===== config.mk =====
export PLATFORM = sky130hd
export DESIGN_NAME = mem_port_arbiter
export DESIGN_NICKNAME = d
export VERILOG_FILES = /design/src/rtl/mem_port_arbiter.sv
export SDC_FILE = /design/constraint.sdc
export NUM_CORES = 1
export LEC_CHECK = 0
export BUFFER_PORTS_ARGS = -buffer_cell sky130_fd_sc_hd__buf_2
export CAP_MARGIN = 10
export CORE_AREA = 2 2 107 109
export DETAILED_ROUTE_END_ITERATION = 10
export DIE_AREA = 0 0 109 111
export GPL_TIMING_DRIVEN = 0
export PLACE_DENSITY = 0.61
export SYNTH_ARGS = -nofsm -noshare
export SYNTH_HDL_FRONTEND = slang
export SYNTH_SLANG_ARGS = --single-unit

===== constraint.sdc =====
create_clock -name clk -period 2.35 [get_ports clk]
set_input_delay 0.47 -clock clk [delete_from_list [all_inputs] [get_ports clk]]
set_output_delay 0.47 -clock clk [all_outputs]
set_load 0.03 [all_outputs]

===== src/rtl/mem_port_arbiter.sv =====
// Shares one memory port between instruction fetch and load/store.
// Data wins by default; a streak counter forces a fetch grant to avoid starvation.
module mem_port_arbiter #(
    parameter int AW           = 32,
    parameter int DW           = 32,
    parameter int STARVE_LIMIT = 4
) (
    input  logic            clk,
    input  logic            rst,
    input  logic            if_req,
    input  logic [AW-1:0]   if_addr,
    output logic            if_gnt,
    output logic            if_rvalid,
    output logic [DW-1:0]   if_rdata,
    input  logic            d_req,
    input  logic            d_we,
    input  logic [AW-1:0]   d_addr,
    input  logic [DW-1:0]   d_wdata,
    input  logic [DW/8-1:0] d_be,
    output logic            d_gnt,
    output logic            d_rvalid,
    output logic [DW-1:0]   d_rdata,
    output logic            mem_req,
    output logic            mem_we,
    output logic [AW-1:0]   mem_addr,
    output logic [DW-1:0]   mem_wdata,
    output logic [DW/8-1:0] mem_be,
    input  logic            mem_ready,
    input  logic            mem_rvalid,
    input  logic [DW-1:0]   mem_rdata
);

    localparam int SW = $clog2(STARVE_LIMIT + 1);
    localparam logic [SW-1:0] STREAK_MAX = SW'(STARVE_LIMIT);

    typedef enum logic [1:0] {
        IDLE,
        BUSY_I,
        BUSY_D
    } state_t;

    state_t          state_q, state_d;
    logic [SW-1:0]   streak_q, streak_d;
    logic            starve;
    logic            gnt_i, gnt_d;

    always_ff @(posedge clk) begin
        if (rst) begin
            state_q  <= IDLE;
            streak_q <= '0;
        end else begin
            state_q  <= state_d;
            streak_q <= streak_d;
        end
    end

    always_comb begin
        state_d   = state_q;
        streak_d  = streak_q;
        starve    = (streak_q == STREAK_MAX);
        gnt_i     = 1'b0;
        gnt_d     = 1'b0;
        if_gnt    = 1'b0;
        if_rvalid = 1'b0;
        if_rdata  = '0;
        d_gnt     = 1'b0;
        d_rvalid  = 1'b0;
        d_rdata   = '0;
        mem_req   = 1'b0;
        mem_we    = 1'b0;
        mem_addr  = '0;
        mem_wdata = '0;
        mem_be    = '0;

        if (!rst) begin
            unique case (state_q)
                IDLE: begin
                    if (mem_ready) begin
                        gnt_i = if_req && (!d_req || starve);
                        gnt_d = d_req && !gnt_i;
                    end
                    if (gnt_i) begin
                        if_gnt   = 1'b1;
                        mem_req  = 1'b1;
                        mem_addr = if_addr;
                        mem_be   = '1;
                        streak_d = '0;
                        state_d  = BUSY_I;
                    end else if (gnt_d) begin
                        d_gnt     = 1'b1;
                        mem_req   = 1'b1;
                        mem_we    = d_we;
                        mem_addr  = d_addr;
                        mem_wdata = d_wdata;
                        // loads always read the full word
                        mem_be    = d_we ? d_be : '1;
                        state_d   = BUSY_D;
                        if (if_req && !starve) begin
                            streak_d = streak_q + SW'(1);
                        end
                    end
                end
                BUSY_I: begin
                    if (mem_rvalid) begin
                        if_rvalid = 1'b1;
                        if_rdata  = mem_rdata;
                        state_d   = IDLE;
                    end
                end
                BUSY_D: begin
                    if (mem_rvalid) begin
                        d_rvalid = 1'b1;
                        d_rdata  = mem_rdata;
                        state_d  = IDLE;
                    end
                end
                default: state_d = IDLE;
            endcase
        end
    end

endmodule


==> results.sh <==
export IMPL_firstDrtPassIters=5
export IMPL_ant_nets=0
export IMPL_path_common_cell="buf_6"
export IMPL_fp_dieH_um=111
export IMPL_endpoint_kind="primary output"
export IMPL_worst_slew_pin_slew_ps=476
export IMPL_finalCritPeriodShare=1.00
export IMPL_worst_r2r_setup_slack_ps=820
export IMPL_hold_buffers=0
export IMPL_io_pins=277
export IMPL_grt_use_total=0.138
export IMPL_min_period_ps=2360
export IMPL_crit_path_start_kind="register"
export IMPL_ys_seq_elements=5
export IMPL_multiInputGateArea_um2=1520
export IMPL_rsz0062_at_grt="yes"
export IMPL_clockBufferDepth=2
export IMPL_max_clock_freq_ghz=0.423
export IMPL_skew_ps=2.09
export IMPL_critPathRequiredTime_ps=1880
export IMPL_fin_setup_tns_ps=-40.7
export IMPL_grt_max_degree=14
export IMPL_via_count=2976
export IMPL_path_clk_slew_ps=30
export IMPL_slowest_stage="dfxtp_4"
export IMPL_ir_drop_v=0.000157
export IMPL_cts_tree="yes"
export IMPL_synth_seq_area_share=0.0587
export IMPL_power_density_nw_per_um2=230
export IMPL_syn_area_um2=1700
export IMPL_slew_viol_final=0
export IMPL_syn_avg_cell_area_um2=6.20
export IMPL_worst_path_max_fanout=6
export IMPL_syn_inst=275
export IMPL_rows=39
export IMPL_routabilityCongestion=0.805
export IMPL_grt_util_met3=0.0288
export IMPL_finalWirelength_um=9410
export IMPL_dp_slack_ps=-231
export IMPL_overflow=0
export IMPL_setup_slack_ps=-11.3
export IMPL_antenna_found_initial=1
export IMPL_worst_endpoint_arrival_ps=1890
export IMPL_grt_pass1_vias=2699
export IMPL_core_region_area_um2=11100
export IMPL_clockRootBuffer="clkbuf_16"
export IMPL_status="complete, but fails checks"
export IMPL_cts_htree_levels=1
export IMPL_nNetsFinal=711
export IMPL_wire_per_inst_um=13.3
export IMPL_cts_sinks=5
export IMPL_placed_cells=694
export IMPL_final_common_cell="buf_2"
export IMPL_cts_inserted_buffers=3
export IMPL_grt_first_pass_wirelength_um=13500
export IMPL_top_usage_layer="met2"
export IMPL_final_core_util=0.348
export IMPL_fill_cells=1194
export IMPL_use_met2=0.251
export IMPL_crit_type="register to primary output"
export IMPL_dp_hpwl_um=7520
export IMPL_crit_buf_inv=5
export IMPL_max_cap_violations=0
export IMPL_hp_class="register to register"
export IMPL_setup_violations=9
export IMPL_max_stage_delay_ps=360
export IMPL_dieArea_um2=12100
export IMPL_stdcell_count=709
export IMPL_drc=0
export IMPL_routed_via_density=4.20
export IMPL_die_w_um=109
export IMPL_n_antenna_cell=0
export IMPL_final_cell_mix="buf_2 (235), and2_1 (65), buf_6 (47), o21ai_1 (34)"
export IMPL_drive_above_1_share=0.618
export IMPL_slew_headroom=0.683
export IMPL_start_util=0.154
export IMPL_synthDistinctLibCells=27
export IMPL_clk_latency_ps=230
export IMPL_syn_to_final_growth_pct=126
export IMPL_power_leakage_nw=2.16
export IMPL_hold_violations=0
export IMPL_grt_use_met1=0.169
export IMPL_violations="setup timing"
export IMPL_synth_nets=419
export IMPL_yosys_warnings=0
export IMPL_holdWs_ps=492
export IMPL_portBuffers=276
export IMPL_ff_latch_area_um2=105
export IMPL_worstPathCellList="inv_4 > ha_4 > a21bo_1 > buf_6 > a211oi_4 > buf_6 > buf_6 > and2_4 > buf_6"
export IMPL_cpLargestDelayFamily="buffers and inverters"
export IMPL_drt_iter0_markers=165
==> cell families after synthesis <==
group | count (synthesis) | share of synthesized area
compound gates | 46 | 0.161
mux | 1 | 0.00661
fa+ha+maj | 5 | 0.0367
buf+inv | 39 | 0.109
simple gates | 179 | 0.628
flops | 5 | 0.0587
==> per-stage QoR <==
stage	power (W)	area, um^2
finish	0.000887	3850
global route	0.000939	3850
CTS	0.000871	3730
detailed placement	0.000535	3260
global placement	0.000534	3260
floorplan	0.000334	1700
==> flip-flops by register name, indices dropped and copies added, names as in the netlist <==
register / count
state_q: 2
streak_q: 3
==> area by class of cell <==
cell class | count | share of cell area
Timing Repair Buffer | 289 | 0.452
Multi-Input combinational cell | 231 | 0.396
Buffer | 29 | 0.0497
Tap cell | 143 | 0.0465
Sequential cell | 5 | 0.0273
Clock buffer | 4 | 0.0205
Inverter | 8 | 0.00845
==> metal layers <==
metal,share of wire,up-vias,wire length [um]
li1,-,1532,-
met1,0.40,1315,3780
met2,0.51,123,4800
met3,0.084,4,792
met4,0.0017,2,16
met5,0.0015,-,14
==> final timing paths <==
kind                                  from                  endpoint  cells after the start
setup / recovery  streak_q[0]$_SDFFE_PP0P_             mem_wdata[10]                      9
hold / removal    streak_q[2]$_SDFFE_PP0P_  streak_q[2]$_SDFFE_PP0P_                      2
setup reg to reg  streak_q[0]$_SDFFE_PP0P_  streak_q[1]$_SDFFE_PP0P_                      7
hold reg to reg   streak_q[2]$_SDFFE_PP0P_  streak_q[2]$_SDFFE_PP0P_                      2
==> where the power goes <==
part	internal [W]	total, W	leakage [nW]	switching (W)
clock	0.000225	0.000282	0.0382	0.0000572
combinational	0.000230	0.000515	2.08	0.000285
sequential	0.0000878	0.0000902	0.0418	0.00000240
==> cell usage after synthesis (all sizes together) <==
cell	count	share of area
a211oi	1	0.012
a21bo	2	0.012
a21oi	3	0.0088
a31o	1	0.0051
a32o	1	0.0059
and2	98	0.36
and3	2	0.0073
and3b	1	0.0051
buf	14	0.054
clkbuf	17	0.037
dfxtp	5	0.059
ha	5	0.037
inv	8	0.018
mux2	1	0.0066
nand2	3	0.0066
nand2b	1	0.0037
nand3	33	0.097
nand3b	1	0.0044
nand4	32	0.12
nor2	3	0.0066
nor3b	2	0.0088
o21a	4	0.018
o21ai	34	0.10
or3	3	0.011
==> worst register-to-register path: cells and delay by family (launching register included) <==
family          cells  cell delay [ps]
fa+ha+maj           1              140
compound gates      2              310
flops               1              360
buf+inv             3              310
simple gates        1              340
==> repair_timing <==
item,4_1_cts,5_1_grt
buffers inserted,7,2
cloned,4,0
setup endpoints to repair,66,70
resized for setup,104,52
pin swaps,25,6
Note: power is estimated with default switching activity, not from simulation.
